--- config.mk ---
export PLATFORM = sky130hd
export DESIGN_NAME = multicycle_controller
export DESIGN_NICKNAME = d
export VERILOG_FILES = /design/src/rtl/multicycle_controller.sv
export SDC_FILE = /design/constraint.sdc
export NUM_CORES = 1
export LEC_CHECK = 0
export CAP_MARGIN = 40
export CORE_AREA = 2 2 82 84
export CTS_CLUSTER_SIZE = 30
export DETAILED_ROUTE_END_ITERATION = 16
export DIE_AREA = 0 0 84 86
export GPL_ROUTABILITY_DRIVEN = 0
export HOLD_SLACK_MARGIN = 0.03
export PLACE_DENSITY = 0.75
export SETUP_SLACK_MARGIN = 0.2
export SYNTH_ARGS = -nofsm -noshare
export SYNTH_HDL_FRONTEND = slang
export SYNTH_SLANG_ARGS = --single-unit
--- constraint.sdc ---
create_clock -name clk -period 2 [get_ports clk]
set_input_delay 0.2 -clock clk [delete_from_list [all_inputs] [get_ports clk]]
set_output_delay 0.2 -clock clk [all_outputs]
set_load 0.05 [all_outputs]
--- src/rtl/multicycle_controller.sv ---
// Multicycle RV32I control FSM: sequences fetch/decode/execute/memory/writeback
// over a shared ALU and a single memory port, with illegal-instruction trapping.
module multicycle_controller #(
    parameter int CNT_W           = 32,
    parameter bit MEM_HANDSHAKE   = 1'b1,
    parameter bit HALT_ON_ILLEGAL = 1'b1
) (
    input  logic             clk,
    input  logic             rst_n,
    input  logic [31:0]      inst,
    input  logic             zero,
    input  logic             lt,
    input  logic             ltu,
    input  logic             mem_ready,
    output logic             mem_req,
    output logic             dmem_we,
    output logic             adr_src,
    output logic             ir_we,
    output logic             pc_we,
    output logic             pc_src,
    output logic [1:0]       alu_src_a,
    output logic [1:0]       alu_src_b,
    output logic [3:0]       alu_control,
    output logic [2:0]       sel_ext,
    output logic [1:0]       result_src,
    output logic             rf_we,
    output logic             illegal,
    output logic [3:0]       state,
    output logic [CNT_W-1:0] instret
);

    typedef enum logic [3:0] {
        S_FETCH  = 4'd0,  S_DECODE = 4'd1,  S_MEMADR = 4'd2,  S_MEMRD = 4'd3,
        S_MEMWB  = 4'd4,  S_MEMWR  = 4'd5,  S_EXR    = 4'd6,  S_EXI   = 4'd7,
        S_ALUWB  = 4'd8,  S_BRANCH = 4'd9,  S_JAL    = 4'd10, S_LUI   = 4'd11,
        S_AUIPC  = 4'd12, S_TRAP   = 4'd14
    } state_t;

    localparam logic [6:0] OP_LOAD   = 7'b0000011;
    localparam logic [6:0] OP_STORE  = 7'b0100011;
    localparam logic [6:0] OP_RTYPE  = 7'b0110011;
    localparam logic [6:0] OP_ITYPE  = 7'b0010011;
    localparam logic [6:0] OP_BRANCH = 7'b1100011;
    localparam logic [6:0] OP_JAL    = 7'b1101111;
    localparam logic [6:0] OP_JALR   = 7'b1100111;
    localparam logic [6:0] OP_LUI    = 7'b0110111;
    localparam logic [6:0] OP_AUIPC  = 7'b0010111;
    localparam logic [6:0] F7_BASE   = 7'b0000000;
    localparam logic [6:0] F7_ALT    = 7'b0100000;

    localparam logic [3:0] ALU_ADD  = 4'd0;
    localparam logic [3:0] ALU_SUB  = 4'd1;
    localparam logic [3:0] ALU_AND  = 4'd2;
    localparam logic [3:0] ALU_OR   = 4'd3;
    localparam logic [3:0] ALU_XOR  = 4'd4;
    localparam logic [3:0] ALU_SLT  = 4'd5;
    localparam logic [3:0] ALU_SLTU = 4'd6;
    localparam logic [3:0] ALU_SLL  = 4'd7;
    localparam logic [3:0] ALU_SRL  = 4'd8;
    localparam logic [3:0] ALU_SRA  = 4'd9;
    localparam logic [3:0] ALU_PASSB = 4'd10;

    localparam logic [2:0] EXT_I = 3'd0;
    localparam logic [2:0] EXT_S = 3'd1;
    localparam logic [2:0] EXT_B = 3'd2;
    localparam logic [2:0] EXT_J = 3'd3;
    localparam logic [2:0] EXT_U = 3'd4;

    function automatic logic [3:0] alu_op(input logic [2:0] f3, input logic sub_sel,
                                          input logic sra_sel);
        logic [3:0] op;
        case (f3)
            3'b000:  op = sub_sel ? ALU_SUB : ALU_ADD;
            3'b001:  op = ALU_SLL;
            3'b010:  op = ALU_SLT;
            3'b011:  op = ALU_SLTU;
            3'b100:  op = ALU_XOR;
            3'b101:  op = sra_sel ? ALU_SRA : ALU_SRL;
            3'b110:  op = ALU_OR;
            3'b111:  op = ALU_AND;
            default: op = ALU_ADD;
        endcase
        return op;
    endfunction

    function automatic logic r_illegal(input logic [2:0] f3, input logic [6:0] f7);
        return ((f7 != F7_BASE) && (f7 != F7_ALT)) ||
               ((f7 == F7_ALT) && (f3 != 3'b000) && (f3 != 3'b101));
    endfunction

    function automatic logic branch_taken(input logic [2:0] f3, input logic z,
                                          input logic l, input logic lu);
        logic t;
        case (f3)
            3'b000:  t = z;
            3'b001:  t = ~z;
            3'b100:  t = l;
            3'b101:  t = ~l;
            3'b110:  t = lu;
            3'b111:  t = ~lu;
            default: t = 1'b0;
        endcase
        return t;
    endfunction

    state_t           state_r, next_s;
    logic [CNT_W-1:0] instret_r;
    logic             retire_s, fin_s, ready_s;
    logic             mem_req_s, dmem_we_s, adr_src_s, ir_we_s, pc_we_s, pc_src_s;
    logic             rf_we_s, illegal_s;
    logic [1:0]       alu_src_a_s, alu_src_b_s, result_src_s;
    logic [3:0]       alu_control_s;
    logic [2:0]       sel_ext_s;

    logic [6:0] opcode_s, funct7_s;
    logic [2:0] funct3_s;
    logic       unused_s;

    assign opcode_s = inst[6:0];
    assign funct3_s = inst[14:12];
    assign funct7_s = inst[31:25];
    assign unused_s = ^{inst[24:15], inst[11:7]};
    assign ready_s  = MEM_HANDSHAKE ? mem_ready : 1'b1;

    // State register and retired-instruction counter.
    always_ff @(posedge clk or negedge rst_n) begin
        if (!rst_n) begin
            state_r   <= S_FETCH;
            instret_r <= '0;
        end else begin
            state_r <= next_s;
            if (retire_s) begin
                instret_r <= instret_r + CNT_W'(1);
            end
        end
    end

    // Next-state and Moore control decode.
    always_comb begin
        next_s        = state_r;
        mem_req_s     = 1'b0;
        dmem_we_s     = 1'b0;
        adr_src_s     = 1'b0;
        ir_we_s       = 1'b0;
        pc_we_s       = 1'b0;
        pc_src_s      = 1'b0;
        alu_src_a_s   = 2'b00;
        alu_src_b_s   = 2'b00;
        alu_control_s = ALU_ADD;
        sel_ext_s     = EXT_I;
        result_src_s  = 2'b00;
        rf_we_s       = 1'b0;
        illegal_s     = 1'b0;
        fin_s         = 1'b0;
        case (state_r)
            S_FETCH: begin
                mem_req_s   = 1'b1;
                alu_src_b_s = 2'b10;
                if (ready_s) begin
                    ir_we_s = 1'b1;
                    pc_we_s = 1'b1;
                    next_s  = S_DECODE;
                end else begin
                    next_s  = S_FETCH;
                end
            end
            S_DECODE: begin
                alu_src_b_s = 2'b01;
                if (opcode_s == OP_JALR) begin
                    alu_src_a_s = 2'b10;
                    sel_ext_s   = EXT_I;
                end else begin
                    alu_src_a_s = 2'b01;
                    if (opcode_s == OP_BRANCH) begin
                        sel_ext_s = EXT_B;
                    end else if (opcode_s == OP_JAL) begin
                        sel_ext_s = EXT_J;
                    end else begin
                        sel_ext_s = EXT_I;
                    end
                end
                case (opcode_s)
                    OP_LOAD, OP_STORE: next_s = S_MEMADR;
                    OP_RTYPE:          next_s = S_EXR;
                    OP_ITYPE:          next_s = S_EXI;
                    OP_BRANCH:         next_s = S_BRANCH;
                    OP_JAL, OP_JALR:   next_s = S_JAL;
                    OP_LUI:            next_s = S_LUI;
                    OP_AUIPC:          next_s = S_AUIPC;
                    default:           next_s = S_TRAP;
                endcase
            end
            S_MEMADR: begin
                alu_src_a_s = 2'b10;
                alu_src_b_s = 2'b01;
                if (opcode_s == OP_STORE) begin
                    sel_ext_s = EXT_S;
                    next_s    = S_MEMWR;
                end else begin
                    sel_ext_s = EXT_I;
                    next_s    = S_MEMRD;
                end
            end
            S_MEMRD: begin
                mem_req_s = 1'b1;
                adr_src_s = 1'b1;
                next_s    = ready_s ? S_MEMWB : S_MEMRD;
            end
            S_MEMWB: begin
                result_src_s = 2'b01;
                rf_we_s      = 1'b1;
                fin_s        = 1'b1;
                next_s       = S_FETCH;
            end
            S_MEMWR: begin
                mem_req_s = 1'b1;
                dmem_we_s = 1'b1;
                adr_src_s = 1'b1;
                fin_s     = 1'b1;
                next_s    = ready_s ? S_FETCH : S_MEMWR;
            end
            S_EXR: begin
                alu_src_a_s   = 2'b10;
                alu_control_s = alu_op(funct3_s, funct7_s == F7_ALT, funct7_s == F7_ALT);
                next_s        = r_illegal(funct3_s, funct7_s) ? S_TRAP : S_ALUWB;
            end
            S_EXI: begin
                alu_src_a_s   = 2'b10;
                alu_src_b_s   = 2'b01;
                alu_control_s = alu_op(funct3_s, 1'b0, inst[30]);
                next_s        = S_ALUWB;
            end
            S_ALUWB: begin
                rf_we_s = 1'b1;
                fin_s   = 1'b1;
                next_s  = S_FETCH;
            end
            S_BRANCH: begin
                alu_src_a_s   = 2'b10;
                alu_control_s = ALU_SUB;
                pc_src_s      = 1'b1;
                // funct3 010/011 are not branch conditions in RV32I.
                if ((funct3_s == 3'b010) || (funct3_s == 3'b011)) begin
                    next_s = S_TRAP;
                end else begin
                    pc_we_s = branch_taken(funct3_s, zero, lt, ltu);
                    fin_s   = 1'b1;
                    next_s  = S_FETCH;
                end
            end
            S_JAL: begin
                alu_src_a_s  = 2'b01;
                alu_src_b_s  = 2'b10;
                result_src_s = 2'b10;
                rf_we_s      = 1'b1;
                pc_we_s      = 1'b1;
                pc_src_s     = 1'b1;
                fin_s        = 1'b1;
                next_s       = S_FETCH;
            end
            S_LUI: begin
                alu_src_b_s   = 2'b01;
                sel_ext_s     = EXT_U;
                alu_control_s = ALU_PASSB;
                result_src_s  = 2'b10;
                rf_we_s       = 1'b1;
                fin_s         = 1'b1;
                next_s        = S_FETCH;
            end
            S_AUIPC: begin
                alu_src_a_s  = 2'b01;
                alu_src_b_s  = 2'b01;
                sel_ext_s    = EXT_U;
                result_src_s = 2'b10;
                rf_we_s      = 1'b1;
                fin_s        = 1'b1;
                next_s       = S_FETCH;
            end
            S_TRAP: begin
                illegal_s = 1'b1;
                if (HALT_ON_ILLEGAL) begin
                    next_s = S_TRAP;
                end else begin
                    next_s = S_FETCH;
                end
            end
            default: begin
                next_s = S_TRAP;
            end
        endcase
        retire_s = fin_s & (next_s == S_FETCH);
    end

    // Controls are held inactive for as long as reset is asserted.
    always_comb begin
        if (rst_n) begin
            mem_req     = mem_req_s;
            dmem_we     = dmem_we_s;
            adr_src     = adr_src_s;
            ir_we       = ir_we_s;
            pc_we       = pc_we_s;
            pc_src      = pc_src_s;
            alu_src_a   = alu_src_a_s;
            alu_src_b   = alu_src_b_s;
            alu_control = alu_control_s;
            sel_ext     = sel_ext_s;
            result_src  = result_src_s;
            rf_we       = rf_we_s;
            illegal     = illegal_s;
        end else begin
            mem_req     = 1'b0;
            dmem_we     = 1'b0;
            adr_src     = 1'b0;
            ir_we       = 1'b0;
            pc_we       = 1'b0;
            pc_src      = 1'b0;
            alu_src_a   = 2'b00;
            alu_src_b   = 2'b00;
            alu_control = 4'd0;
            sel_ext     = 3'd0;
            result_src  = 2'b00;
            rf_we       = 1'b0;
            illegal     = 1'b0;
        end
    end

    assign state   = state_r;
    assign instret = instret_r;

endmodule
# ---- Word-level counts from Yosys, hierarchy flattened
# Index checks and enable logic that the tools add are counted.
dict set report word_totals {
  ff_bits 36
  latchBits 0
  ram_bits 0
  rom_bits 0
  inputBits 38
  output_inout_bits 57
  word_cells 111
  mem_count 0
}
dict set report classes {
  add_sub_neg 1
  multipliers 0
  div_mod_pow 0
  n_lt_le_gt_ge 0
  n_eq_ne 32
  shifts 0
  n_mux 49
  bitwise 4
  n_reduce_logical 23
}
# operator n
set op_table {}
lappend op_table {{4-bit case mux with 8 select lines} 2}
lappend op_table {{4-bit case mux with 9 select lines} 1}
lappend op_table {{32-bit by 1-bit adder with 32-bit output, second input constant} 1}
lappend op_table {{7-bit by 6-bit == test with 1-bit output, second input constant} 4}
lappend op_table {{4-bit case mux with 7 select lines} 1}
lappend op_table {{4-bit == test, second input constant} 6}
lappend op_table {{1-bit 2-to-1 mux} 23}
lappend op_table {{7-bit == test, second input constant} 3}
lappend op_table {{4-bit by 3-bit == test with 1-bit output, second input constant} 4}
lappend op_table {{4-bit case mux with 4 select lines} 1}
lappend op_table {{3-bit 2-to-1 mux} 5}
lappend op_table {{7-bit by 5-bit == test with 1-bit output, second input constant} 2}
lappend op_table {{2-bit 2-to-1 mux} 7}
lappend op_table {{2-bit OR reduction} 7}
lappend op_table {{3-bit == test, second input constant} 4}
lappend op_table {{5-bit OR reduction} 2}
lappend op_table {{3-bit case mux with 3 select lines} 1}
lappend op_table {{4-bit by 2-bit == test with 1-bit output, second input constant} 2}
lappend op_table {{4-bit logical NOT} 2}
lappend op_table {{4-bit 2-to-1 mux} 2}
lappend op_table {{2-bit case mux with 2 select lines} 2}
lappend op_table {{7-bit by 2-bit == test with 1-bit output, second input constant} 1}
lappend op_table {{7-bit by 6-bit != test with 1-bit output, second input constant} 1}
lappend op_table {{7-bit nonzero test} 1}
lappend op_table {{other kinds (17)} 24}

# ---- Logic depth before layout (Yosys ltp)
# Gate-level depths: netlist of run 1.
dict set report logic_depth {
  depth_word 8
  depth_mapped 8
  depth_no_buf 6
}

# ---- Worst setup path after synthesis of run 1
# No wires, ideal clock.
dict set report synth_timing {
  path_type {register -> output}
  startpoint {register state_r[2] (netlist: state[2])}
  endpoint {output alu_control[2]}
  arrival_ns 2.929
  t_required_ns 1.800
  setup_slack_ns -1.129
  path_stages_with_launch 5
  path_buffers 2
  cell_sequence {dfrtp_1 > buf_4 > clkbuf_1 > nand3_1 > nor4bb_1}
}
dict set report synth_between {
  elab_chain_cells 3
  elab_cells_between_ends 6
  cone_classes {eq/ne (4); mux (2)}
}
# element line_no
set synth_lines {}
lappend synth_lines {{start: declaration} 106} ;# state_t state_r, next_s;
lappend synth_lines {{start signal: assignment} 131} ;# state_r <= next_s;
lappend synth_lines {{4-bit == test or 4-bit by 3-bit == test with 1-bit output (tied branches)} 155} ;# case (state_r)
lappend synth_lines {{4-bit case mux with 4 select lines *} 155}
lappend synth_lines {{4-bit 2-to-1 mux *} 296} ;# if (rst_n) begin
lappend synth_lines {{end: declaration} 23} ;# output logic [3:0] alu_control,
# Mark *: on every way between the ends. The rest lies on a longest branch, timed or not.

# ---- Worst setup path after layout of run 1
dict set report layout_timing {
  startpoint {input mem_ready}
  endpoint {register instret_r[28] (netlist: instret[28])}
}
dict set report layout_between {
  elab_chain_cells 4
  elab_cells_between_ends 6
  cone_classes {mux (4); bitwise (1); reduce/logical (1)}
}
# element line_no
set layout_lines {}
lappend layout_lines {{start: declaration} 14} ;# input logic mem_ready,
lappend layout_lines {{3-bit 2-to-1 mux, or another cell as far along} 220} ;# next_s = ready_s ? S_FETCH : S_MEMWR;
lappend layout_lines {{4-bit case mux with 9 select lines *} 155}
lappend layout_lines {{4-bit logical NOT *} 291} ;# retire_s = fin_s & (next_s == S_FETCH);
lappend layout_lines {{1-bit bitwise AND *} 291}
lappend layout_lines {{end signal: assignment} 133} ;# instret_r <= instret_r + CNT_W'(1);
lappend layout_lines {{end: declaration} 107} ;# logic [CNT_W-1:0] instret_r;
# Marked as above.
# A chain may end at the register's enable or synchronous reset.

==> out/summary.md, run 1 <==
The flow ran to the end, but the final reports show violations. The checks that failed: setup timing. The number of nets in the final layout was 480. The launching element of the worst setup path was mem_ready. TritonCTS built the clock tree.

The placeable core region was 0.00628 mm2. The TritonCTS buffer count came out at 5. By area the synthesized netlist is led by dfrtp_1 37%, xnor2_1 6.5%, xor2_1 6.5%. Synthesis produced a netlist with a net count of 316. The repair_antennas step left the layout with diodes totalling 0. The buffer depth of the longest clock path is 2, and the number of buffers and inverters on the critical path is 2. After detailed routing, the number of vias per cell comes to 5.81. On the final layout, the worst clock skew is 6.83 ps.

Number of placement rows: 29. The root buffer cell chosen for the clock tree is clkbuf_8. The count of buffers added on input and output ports is 79.

The logs give 4 for the detailed-routing iteration count for the pre-antenna-repair pass and 0.370 for the sequential share of the synthesized area. For this run, the slowest stage of the critical path takes 660 ps. The worst-path maximum fanout was 7. The class of the most critical setup path is primary input to flop. The classification of the worst-slack hold path is primary input to async pin.

The number of sinks handled by clock tree synthesis came out at 36. The type of origin of the critical path is a primary input. Summed over all layers, the global routing overflow is 0.

After clock tree synthesis, the clock-pin slew on the worst setup and hold paths is 80 ps. The number of slew-limit violations in the final report is 0. The worst-case IR drop observed on VDD is 0.00121 V. Measured in cells, the most critical reg-to-reg path has a length of 8.

The finished cells cover 0.00504 mm2. The cell taking the most area after synthesis is dfrtp_1. Setup violations remaining at the end of the flow were counted as 38. The number of warnings reported in the yosys synthesis log was 0; the share of the clock period used by the worst path after layout was 1.17. The half-perimeter wire length after placement was 5440 um; the global router's overall resource usage was 0.238.

During I/O placement, the number of pins put on the boundary was 95. The run gives 2210 ps as the required time of the critical path. The top cell types in the final layout, fill and taps aside, are 63 x buf_4, 32 x clkdlybuf4s50_1, 28 x dfrtp_1, 26 x buf_6, 21 x buf_12. The headroom to the max-slew limit was 0.633.

The die height came out at 86 um. The die outline area was 0.00722 mm2; the number of synthesized flops with an enable pin was 0. The logs give 0 for the count of unresolved DRC violations after routing and 1 for the number of antenna violations at the first check in global routing. The area of combinational cells with multiple inputs came out at 0.00208 mm2. The tools report the initial standard-cell utilization of the core as 0.388.

In this run the critical register-to-register path is captured at instret[28]. The area share of the largest cell type after synthesis was 0.370. The analysis attributes to cell leakage a power of 2.37 nW. The hold slack is 297 ps, and the slew of the pin with the lowest slew margin is 549 ps. In the synthesized netlist the dominant register cell turns out to be dfrtp_1.

The width of the chip was 84 um; the number of hold-slack violations in the final timing report was 0. On the critical path the largest part of the delay comes from simple AND/OR/NAND/NOR gates. The run gives -332 ps as the least setup slack across all paths after layout. Setup repair after global routing could not meet its margin everywhere. The first global-routing pass estimated 14000 um of wire. Power spread over the standard cell area amounts to 1100 mW/mm2.

The slowest stage of the critical path belongs to the cell clkdlybuf4s50_1. Total standard cell area after synthesis: 0.00243 mm2. The post-place instance area is 0.00402 mm2, and the detail-routed net length per standard cell is 20.3 um.

After layout, the minimum clock period comes to 2330 ps. Entering global routing, the biggest net connects 37 pins. The area growth from synthesis to layout is 107%.

Max-cap violations in this run came to 0. After layout, the design draws a total of 0.00555 W. Once detail routing completed, the nets flagged for antenna violations numbered 0. The routed layout has 3015 vias. The critical path goes through clkdlybuf4s50_1 > o21a_1 > a311o_1 > nand4_1 > or4_4 > buf_12 > nor3_4 > xor2_1.

Hold repair after CTS inserted 0 buffers. The critical path depth in cells was 8; the maximum achievable frequency was 429 MHz. STA classifies the critical path endpoint as a flop. The register bit count reported by yosys was 36. Summed over all layers, the routed wires come to 10500 um. The unique cell type count in the Yosys netlist was 58; the data arrival time of the critical path was 2540 ps. The insertion delay to the later sink of the worst-skew pair came out at 290 ps. The setup slack of the most critical reg-to-reg path is -320 ps. The number of instances in the synthesized netlist came out at 277. The tools report the capture point of the critical path as instret[28].

The via count of the first global-routing pass is 2866, and the initial DRC count is 163. Registers take 911 um2. The fill cell instance count of the final layout was 333; the post-synthesis average cell area was 8.79 um2. The most common cell after layout, fill and taps aside was buf_4. The share of layout cells above drive strength 1 is 0.529. In this run the critical register-to-register path is launched from state[1]. The fraction of registers with async set or reset after synthesis was 1.00; the H-tree level count was 2.
sequential cells by signal, indices dropped and copies added (netlist names):
name and flops:
instret 32, state 4
kinds of logic after synthesis:
family | after synthesis | share of synthesized area
muxes | 3 | 0.0128
buffers and inverters | 24 | 0.0478
and+or+nand+nor | 133 | 0.312
AOI/OAI and AO/OA | 44 | 0.123
DFF | 36 | 0.370
adders and majority gates | 1 | 0.00514
xor gates and xnor gates | 36 | 0.129
layer usage:
layer	vias up	share of wire	track usage
met3	30	0.056	0.0433
met5	-	0	0
met2	127	0.54	0.423
li1	1329	-	-
met4	0	0.035	0.0836
met1	1529	0.37	0.289
worst min-delay path by stage:
stage / start / to / slack [ps] / cells after the start
detailed placement: instret[31] / instret[31] / 470 / 1
floorplan: rst_n / instret[0] / -100 / 0
finish: rst_n / instret[19] / 300 / 2
global placement: instret[31] / instret[31] / 460 / 1
global route: rst_n / instret[18] / 340 / 2
CTS: rst_n / instret[23] / 250 / 2
layout make-up:
cell class | count | share of cell area
inverter | 10 | 0.0104
timing repair buffer | 171 | 0.359
clock buffer | 6 | 0.0164
tap | 77 | 0.0191
multi-input combinational | 217 | 0.412
sequential | 36 | 0.181
clock inverter | 2 | 0.00199
per-stage QoR:
stage	TNS [ps]	worst slack, ps	std cells	util
after global placement	-10860	-471	477	0.641
after CTS	-1220	-133	506	0.741
after detailed placement	-12260	-511	477	0.641
after floorplan	-1610	-150	277	-
final	-5860	-332	519	0.803
after global routing	-7720	-357	519	0.803
power by group:
group / internal, W / leakage [nW] / switching (W) / total (W)
logic: 0.00190 / 1.87 / 0.00213 / 0.00403
registers: 0.000837 / 0.454 / 0.000145 / 0.000982
clock network: 0.000275 / 0.0510 / 0.000265 / 0.000540
cell usage after synthesis, types with 2 or more instances:
cell and instances:
nand4_1 10, xnor2_1 18, and2_1 2, buf_2 3
nor3b_1 2, nor3_1 16, nand2_1 27, inv_1 9
xor2_1 18, or4_1 5, o22ai_1 2, mux2i_1 2
buf_6 2, clkbuf_1 6, nor3_2 2, o21a_1 5
buf_4 2, or3_1 2, and3_1 4, a21boi_0 3
nor4_1 3, nor2b_1 4, nand3_1 16, o211a_1 3
nand2b_1 2, a31oi_1 3, dfrtp_1 36, and4_1 5
o21ai_0 8, nor2_1 20, nand3b_1 2, a21oi_1 9
repair_timing:
action,4_1_cts,5_1_grt
pin swaps,33,37
setup endpoints to repair,55,61
setup buffers,21,13
gates resized for setup,107,78
Power figures use the tool's default switching activity.
==> run 2: changes to the inputs <==
--- a/config.mk
+++ b/config.mk
@@ -5,12 +5,13 @@
 export SDC_FILE = /design/constraint.sdc
 export NUM_CORES = 1
 export LEC_CHECK = 0
-export CAP_MARGIN = 40
+export CAP_MARGIN = 10
 export CORE_AREA = 2 2 82 84
 export CTS_CLUSTER_SIZE = 30
 export DETAILED_ROUTE_END_ITERATION = 16
 export DIE_AREA = 0 0 84 86
 export GPL_ROUTABILITY_DRIVEN = 0
+export GPL_TIMING_DRIVEN = 0
 export HOLD_SLACK_MARGIN = 0.03
 export PLACE_DENSITY = 0.75
 export SETUP_SLACK_MARGIN = 0.2
==> run 2 against run 1 <==
Against the previous run: the run still ends with setup timing left; die area stayed put; critical endpoint is now instret[27]; final cell count is 9.1% lower; critical path type is now flop to flop; sequential share of layout area is 3.1 points higher; wire length is 26% lower; combinational power is 19% lower; critical path depth stayed put; register-to-register slack better by 160 ps; via count is 13% lower.
==> out/summary.md, run 2 (synthesized netlist as in run 1, its figures left out) <==
The growth of design area from synthesis to finish was 77.0% (was 107%); the TritonCTS buffer count was 5 (unchanged). The reg-to-reg critical path endpoint is instret[27] (was instret[28]). Die height: 86 um (unchanged). The via total after detailed routing is 2611 (was 3015).

The flip-flop count of the largest register, all copies and words added came out at 32 (unchanged). The flow ran to the end, but the final reports show violations. The width of the chip was 84 um (unchanged); the total chip power was 0.00476 W (was 0.00555 W).

Via count of the first global-routing pass: 2519 (was 2866). Slowest stage cell on the critical path: or4b_4 (was clkdlybuf4s50_1). The buffer depth of the longest clock path is 2 (unchanged), and the global router's overall resource usage is 0.209 (was 0.238). Least setup slack across all paths after layout: -158 ps (was -332 ps).

The data arrival time of the critical path is 2330 ps (was 2540 ps). The most common cell after layout, fill and taps aside was clkdlybuf4s50_1 (was buf_4). The required time of the critical path is 2170 ps (was 2210 ps), and the H-tree level count is 2 (unchanged). Commonest cells after routing, fill and taps aside: 33 x clkdlybuf4s50_1, 28 x buf_4, 28 x dfrtp_1, 23 x nand2_1, 22 x buf_6 (was 63 x buf_4, 32 x clkdlybuf4s50_1, 28 x dfrtp_1, 26 x buf_6, 21 x buf_12). For the static leakage, the log shows 1.95 nW (was 2.37 nW). The tools report the worst-case vdd ir drop as 0.00109 V (was 0.00121 V). The wire length of the first global-routing pass was 12400 um (was 14000 um).

The maximum achievable frequency is 463 MHz (was 429 MHz). TritonCTS built the clock tree. The slew of the pin with the lowest slew margin was 533 ps (was 549 ps); the number of hold-slack violations in the final timing report was 0 (unchanged).

The length in cells of the worst reg-to-reg path works out to 8 (unchanged). The worst hold path begins at inst[6]. The count of unresolved DRC violations after routing came out at 0 (unchanged).

The initial DRC count was 131 (was 163); the number of antenna cells inserted was 0 (unchanged). The endpoint type of the worst setup path is a flop (unchanged). The worst reg2reg path startpoint was state[1] (unchanged). The setup slack of the most critical reg-to-reg path was -160 ps (was -320 ps).

The initial standard-cell utilization of the core is 0.388 (unchanged), and the worst-path maximum fanout is 7 (unchanged). The tools report the type of origin of the critical path as a flop (was a primary input). The share of the clock period used by the worst path after layout is 1.08 (was 1.17), and the number of antenna violations at the first check in global routing is 0 (was 1).

Cell chosen for the clock root: clkbuf_8 (unchanged). The count of max-cap constraint violations is 0 (unchanged). The class of the most critical setup path is flop to flop (was primary input to flop). The classification of the worst-slack hold path was primary input to flop (was primary input to async pin). The tools report the number of placement rows as 29 (unchanged). The setup-violating endpoint count in the final report came out at 16 (was 38).

The placeable core region is 0.00628 mm2 (unchanged). The worst hold endpoint is state[3]. Number of sinks handled by clock tree synthesis: 36 (unchanged). For the total grt overflow, the log shows 0 (unchanged). The vias per cell is 5.53 (was 5.81), and the half-perimeter wire length after placement is 4850 um (was 5440 um).

The worst hold path passes through 3 cells. The shortest clock period the worst path allows after layout was 2160 ps (was 2330 ps); the headroom to the max-slew limit was 0.643 (was 0.633). The share of layout cells above drive strength 1 works out to 0.428 (was 0.529).

Cell-by-cell listing of the critical path: buf_6 > or4b_4 > or2_4 > o32ai_4 > or4_4 > buf_8 > nor3_4 > xor2_1 (was clkdlybuf4s50_1 > o21a_1 > a311o_1 > nand4_1 > or4_4 > buf_12 > nor3_4 > xor2_1). The count of input and output buffers is 74 (was 79). The clock edge transition at the registers on the reported setup and hold paths works out to 70 ps (was 80 ps).

The logs give 95 (unchanged) for the total I/O pin count and 37 (unchanged) for the pin count of the biggest net entering global routing. The tools report the number of slew-limit violations in the final report as 0 (unchanged). For the total detailed-routing wirelength, the log shows 7820 um (was 10500 um). The power density over the cells works out to 1100 mW/mm2 (about the same). The number of nets in the final layout is 433 (was 480). The run gives 0.00722 mm2 (unchanged) as the die outline area. The end-of-flow core utilization is 0.687 (was 0.803).

The detailed-routing iteration count for the pre-antenna-repair pass was 5 (was 4). The detail-routed net length per standard cell is 16.6 um (was 20.3 um), and the post-route antenna net violation count is 0 (unchanged). The tools report the insertion delay to the later sink of the worst-skew pair as 290 ps (about the same).

The worst setup skew after layout came out at 11.5 ps (was 6.83 ps). Failing checks: setup timing (unchanged). The highest cell delay on the worst timing path was 590 ps (was 660 ps). Setup repair after global routing could not meet its margin everywhere.
[run 2: per-stage QoR]
| stage | TNS [ps] | hold WS [ps] | std cells | setup WS (ps) | instance area (um2) |
|---|---|---|---|---|---|
| final | -1330 | 262 | 472 | -158 | 4310 |
| after global routing | -2730 | 267 | 472 | -216 | 4310 |
| after CTS | -1160 | 249 | 459 | -120 | 4020 |
| after detailed placement | -26720 | 371 | 428 | -994 | 3450 |
| after global placement | -60330 | 457 | 428 | -1850 | 3450 |
| after floorplan | -1610 | -95.6 | 277 | -150 | 2620 |
[run 2: final cells by class]
type	instances	area, um2
fillers	466	1970
multi-input cells	217	1900
repair buffers	110	1100
flip-flops and latches	36	911
plain buffers	14	155
well taps	77	96.3
clock buffers	7	86.3
inverters	10	50.0
clock inverters	1	7.51
[run 2: worst max path at each step]
stage                     startpoint             to  slack [ps]  cells past startpoint
after detailed placement     inst[3]     sel_ext[0]        -990                      6
after global routing        state[0]    instret[27]        -220                      8
after floorplan             state[1]    instret[27]        -150                      8
final                       state[1]    instret[27]        -160                      8
after CTS                   state[1]    instret[29]        -120                      8
after global placement         rst_n  result_src[1]       -1850                      5
[run 2: worst max-delay path, delay by kind of cell (launching register included)]
| kind | cells | cell delay (ps) |
|---|---|---|
| and+or+nand+nor | 4 | 1090 |
| buffers and inverters | 2 | 260 |
| AOI/OAI and AO/OA | 1 | 110 |
| DFF | 1 | 420 |
| xor gates and xnor gates | 1 | 160 |
[run 2: timing repair]
item | 4_1_cts | 5_1_grt
hold buffers | 2 | 0
cloned | 1 | 0
setup buffers | 20 | 13
resized for setup | 226 | 48
pin swaps | 17 | 14
endpoints found under the setup margin | 57 | 57
hold endpoints to repair | 36 | 0
[run 2: where the power goes]
| part | switching [W] | total, W | internal [W] |
|---|---|---|---|
| Sequential | 0.000140 | 0.000977 | 0.000837 |
| Clock | 0.000252 | 0.000532 | 0.000280 |
| Combinational | 0.00183 | 0.00325 | 0.00142 |
| Total | 0.00222 | 0.00476 | 0.00254 |
[run 2: metal layers]
layer / global-route usage / part of all wire / up-vias
li1: - / - / 1232
met1: 0.276 / 0.43 / 1286
met2: 0.348 / 0.50 / 81
met3: 0.0452 / 0.048 / 12
met4: 0.0557 / 0.021 / 0
met5: 0 / 0 / -
==> run 3: changes to the inputs <==
--- a/config.mk
+++ b/config.mk
@@ -7,7 +7,6 @@
 export LEC_CHECK = 0
 export CAP_MARGIN = 10
 export CORE_AREA = 2 2 82 84
-export CTS_CLUSTER_SIZE = 30
 export DETAILED_ROUTE_END_ITERATION = 16
 export DIE_AREA = 0 0 84 86
 export GPL_ROUTABILITY_DRIVEN = 0
@@ -15,6 +14,7 @@
 export HOLD_SLACK_MARGIN = 0.03
 export PLACE_DENSITY = 0.75
 export SETUP_SLACK_MARGIN = 0.2
+export SKIP_LAST_GASP = 1
 export SYNTH_ARGS = -nofsm -noshare
 export SYNTH_HDL_FRONTEND = slang
 export SYNTH_SLANG_ARGS = --single-unit
==> constraint.sdc (replaced) <==
create_clock -name clk -period 2 [get_ports clk]
set_input_delay 0.2 -clock clk [delete_from_list [all_inputs] [get_ports clk]]
set_output_delay 0.2 -clock clk [all_outputs]
set_load 0.005 [all_outputs]
==> run 3 against run 2 <==
Against the previous run: the flow still finishes with violations (setup timing); clock skew shrank 4.3 ps; count of clock-buffer cells in the layout unchanged; first-iteration DRC count is 18% higher; utilization decreased by 2.2 points; global-route usage is 1.2 points lower; sequential power down 1%; sequential share of layout area up 0.52 points; critical path depth is 1 higher; hold slack improved by 23 ps; via count decreased by 1.2%.
==> out/summary.md, run 3 (synthesized netlist as in run 1, its figures left out) <==
The flow ran to the end, but the final reports show violations. Failing checks: setup timing (unchanged). The highest cell delay on the worst timing path is 530 ps (was 590 ps).

The tools report the total I/O pin count as 95 (unchanged). The number of hold-slack violations in the final timing report was 0 (unchanged); the pin count of the biggest net entering global routing was 42 (was 37). The number of instances on the worst hold path came out at 3 (unchanged). The family with the most delay on the worst path was simple AND/OR/NAND/NOR gates (unchanged). Register area: 903 um2 (was 911 um2). The count of max-cap constraint violations was 0 (unchanged); the placeable core region was 0.00628 mm2 (unchanged).

The TritonCTS buffer count came out at 5 (unchanged). Reg-to-reg critical path endpoint: instret[29] (was instret[27]). The required time of the critical path is 2210 ps (was 2170 ps).

The class of the most critical setup path was flop to flop (unchanged). TritonCTS built the clock tree. The share of the clock period used by the worst path after layout is 1.13 (was 1.08). Via total after detailed routing: 2580 (was 2611).

Worst hold endpoint: state[3] (unchanged). The type of origin of the critical path is a flop (unchanged). The vias per cell was 5.41 (was 5.53). The via count of the first global-routing pass was 2496 (was 2519).

Setup repair after global routing could not meet its margin everywhere. The run gives 0.696 (was 0.643) as the headroom to the max-slew limit. The number of sinks handled by clock tree synthesis was 36 (unchanged); the number of buffers and inverters on the critical path was 3 (was 2). The width of the chip is 84 um (unchanged), and the end-of-flow core utilization is 0.665 (was 0.687). The run gives 471 (was 466) as the fill cell instance count of the final layout. The tools report the startpoint of the worst hold path as inst[6] (unchanged).

The share of layout cells above drive strength 1 is 0.338 (was 0.428). The worst setup skew after layout is 7.21 ps (was 11.5 ps), and the detailed-routing iteration count for the pre-antenna-repair pass is 4 (was 5). Die outline area: 0.00722 mm2 (unchanged). The worst-case vdd ir drop was 0.000824 V (was 0.00109 V). The clock edge transition at the registers on the reported setup and hold paths came out at 70 ps (about the same).

Commonest cells after routing, fill and taps aside: 47 x clkdlybuf4s50_1, 34 x dfrtp_1, 30 x buf_4, 23 x nand2_1, 17 x xor2_1 (was 33 x clkdlybuf4s50_1, 28 x buf_4, 28 x dfrtp_1, 23 x nand2_1, 22 x buf_6). For the maximum achievable frequency, the log shows 442 MHz (was 463 MHz). The flip-flop count of the largest register, all copies and words added is 32 (unchanged). The tools report the endpoint type of the worst setup path as a flop (unchanged). For the H-tree level count, the log shows 2 (unchanged).

The count of unresolved DRC violations after routing was 0 (unchanged). The insertion delay to the later sink of the worst-skew pair was 290 ps (about the same). The tools report the number of antenna violations at the first check in global routing as 0 (unchanged). Detail-routed net length per standard cell: 15.8 um (was 16.6 um). The cell chosen for the clock root was clkbuf_8 (unchanged).

The length in cells of the worst reg-to-reg path was 9 (was 8); the die height was 86 um (unchanged). The wire length of the first global-routing pass was 11700 um (was 12400 um); the shortest clock period the worst path allows after layout was 2260 ps (was 2160 ps). The cell repeated most along the worst path is buf_6. For the least setup slack across all paths after layout, the log shows -261 ps (was -158 ps). The buffer depth of the longest clock path came out at 2 (unchanged). For the data arrival time of the critical path, the log shows 2470 ps (was 2330 ps).

Cell-by-cell listing of the critical path: buf_6 > buf_6 > nand3b_1 > a211oi_4 > a31o_4 > or4_4 > buf_12 > nor3_4 > xor2_1 (was buf_6 > or4b_4 > or2_4 > o32ai_4 > or4_4 > buf_8 > nor3_4 > xor2_1). The area of combinational cells with multiple inputs was 0.00180 mm2 (was 0.00190 mm2). For the number of standard cells in the final layout excluding fillers, the log shows 477 (was 472).

The worst reg2reg path startpoint was state[1] (unchanged). The tools report the initial DRC count as 155 (was 131). The count of input and output buffers was 74 (unchanged). For the total grt overflow, the log shows 0 (unchanged). The slowest stage cell on the critical path was or4_4 (was or4b_4).

The slew of the pin with the lowest slew margin came out at 456 ps (was 533 ps). The critical path depth in cells is 9 (was 8), and the post-route antenna net violation count is 0 (unchanged). The tools report the setup-violating endpoint count in the final report as 30 (was 16).

The most common cell after layout, fill and taps aside is clkdlybuf4s50_1 (unchanged). The number of placement rows came out at 29 (unchanged). The static leakage came out at 1.95 nW (about the same). The run gives 0 (unchanged) as the number of antenna cells inserted. The run gives 0.388 (unchanged) as the initial standard-cell utilization of the core. The growth of design area from synthesis to finish is 71.4% (was 77.0%). The classification of the worst-slack hold path was primary input to flop (unchanged). Setup slack of the most critical reg-to-reg path: -260 ps (was -160 ps). The total detailed-routing wirelength is 7530 um (was 7820 um), and the global router's overall resource usage is 0.196 (was 0.209). The worst-path maximum fanout was 7 (unchanged); the half-perimeter wire length after placement was 4830 um (was 4850 um).

The logs give 438 (was 433) for the number of nets in the final layout and 0 (unchanged) for the number of slew-limit violations in the final report. Power density over the cells: 954 mW/mm2 (was 1100 mW/mm2). Cell count after placement: 428 (unchanged).
## run 3: changes by cell type in the layout (fill, tap and decap cells not counted), sizes merged
cell           change
clkbuf             +3
dlygate4sd2        -1
dlymetal6s2s       +3
clkdlybuf4s50     +14
clkinvlp           +1
inv                -1
buf               -14
## run 3: how the worst max path moves through the flow
stage                 from           end  slack [ps]
2_1_floorplan     state[1]   instret[27]          30
6_report          state[1]   instret[29]        -260
4_1_cts           state[2]  alu_src_a[1]        -190
5_1_grt        instret[14]   instret[31]        -330
3_3_place_gp         rst_n    sel_ext[1]       -1440
3_5_place_dp       inst[3]    sel_ext[0]        -670
## run 3: report_power, final
| part | switching, W | leakage [nW] | internal (W) | total, W |
|---|---|---|---|---|
| registers | 0.000134 | 0.463 | 0.000831 | 0.000966 |
| clock network | 0.000257 | 0.0445 | 0.000280 | 0.000537 |
| logic | 0.00113 | 1.44 | 0.00134 | 0.00248 |
| total | 0.00153 | 1.95 | 0.00245 | 0.00398 |
## run 3: layout make-up
type / instances / share of cell area
buffer: 14 / 0.0351
clock inverter: 1 / 0.00180
tap: 77 / 0.0231
timing repair buffer: 115 / 0.258
clock buffer: 7 / 0.0207
sequential: 36 / 0.216
inverter: 10 / 0.0129
multi-input combinational: 217 / 0.432
## run 3: tightest hold or removal path, delay by kind of cell
| kind | cells | cell delay (ps) |
|---|---|---|
| compound gates | 1 | 160 |
| simple gates | 1 | 60 |
| buf+inv | 1 | 110 |
## run 3: repair_timing
action	4_1_cts	5_1_grt
endpoints found under the setup margin	54	55
endpoints found under the hold margin	36	36
buffers inserted	31	8
pin swaps	33	27
resized for setup	93	55
## run 3: stage by stage
step / cell area (um2) / TNS, ps / power, W / setup slack (ps) / hold WS (ps)
floorplan: 2510 / 0 / 0.00186 / 29.5 / -95.6
global placement: 3350 / -48790 / 0.00246 / -1440 / 457
detailed placement: 3340 / -20070 / 0.00249 / -674 / 367
CTS: 3900 / -2560 / 0.00363 / -185 / -188
global route: 4170 / -6420 / 0.00420 / -332 / 302
finish: 4170 / -3510 / 0.00398 / -261 / 285
## run 3: metal layers
layer,vias to the layer above,track usage,part of all wire
met5,-,0,0
met4,0,0.0469,0.011
met3,12,0.0491,0.052
met2,71,0.343,0.51
met1,1261,0.246,0.43
li1,1236,-,-
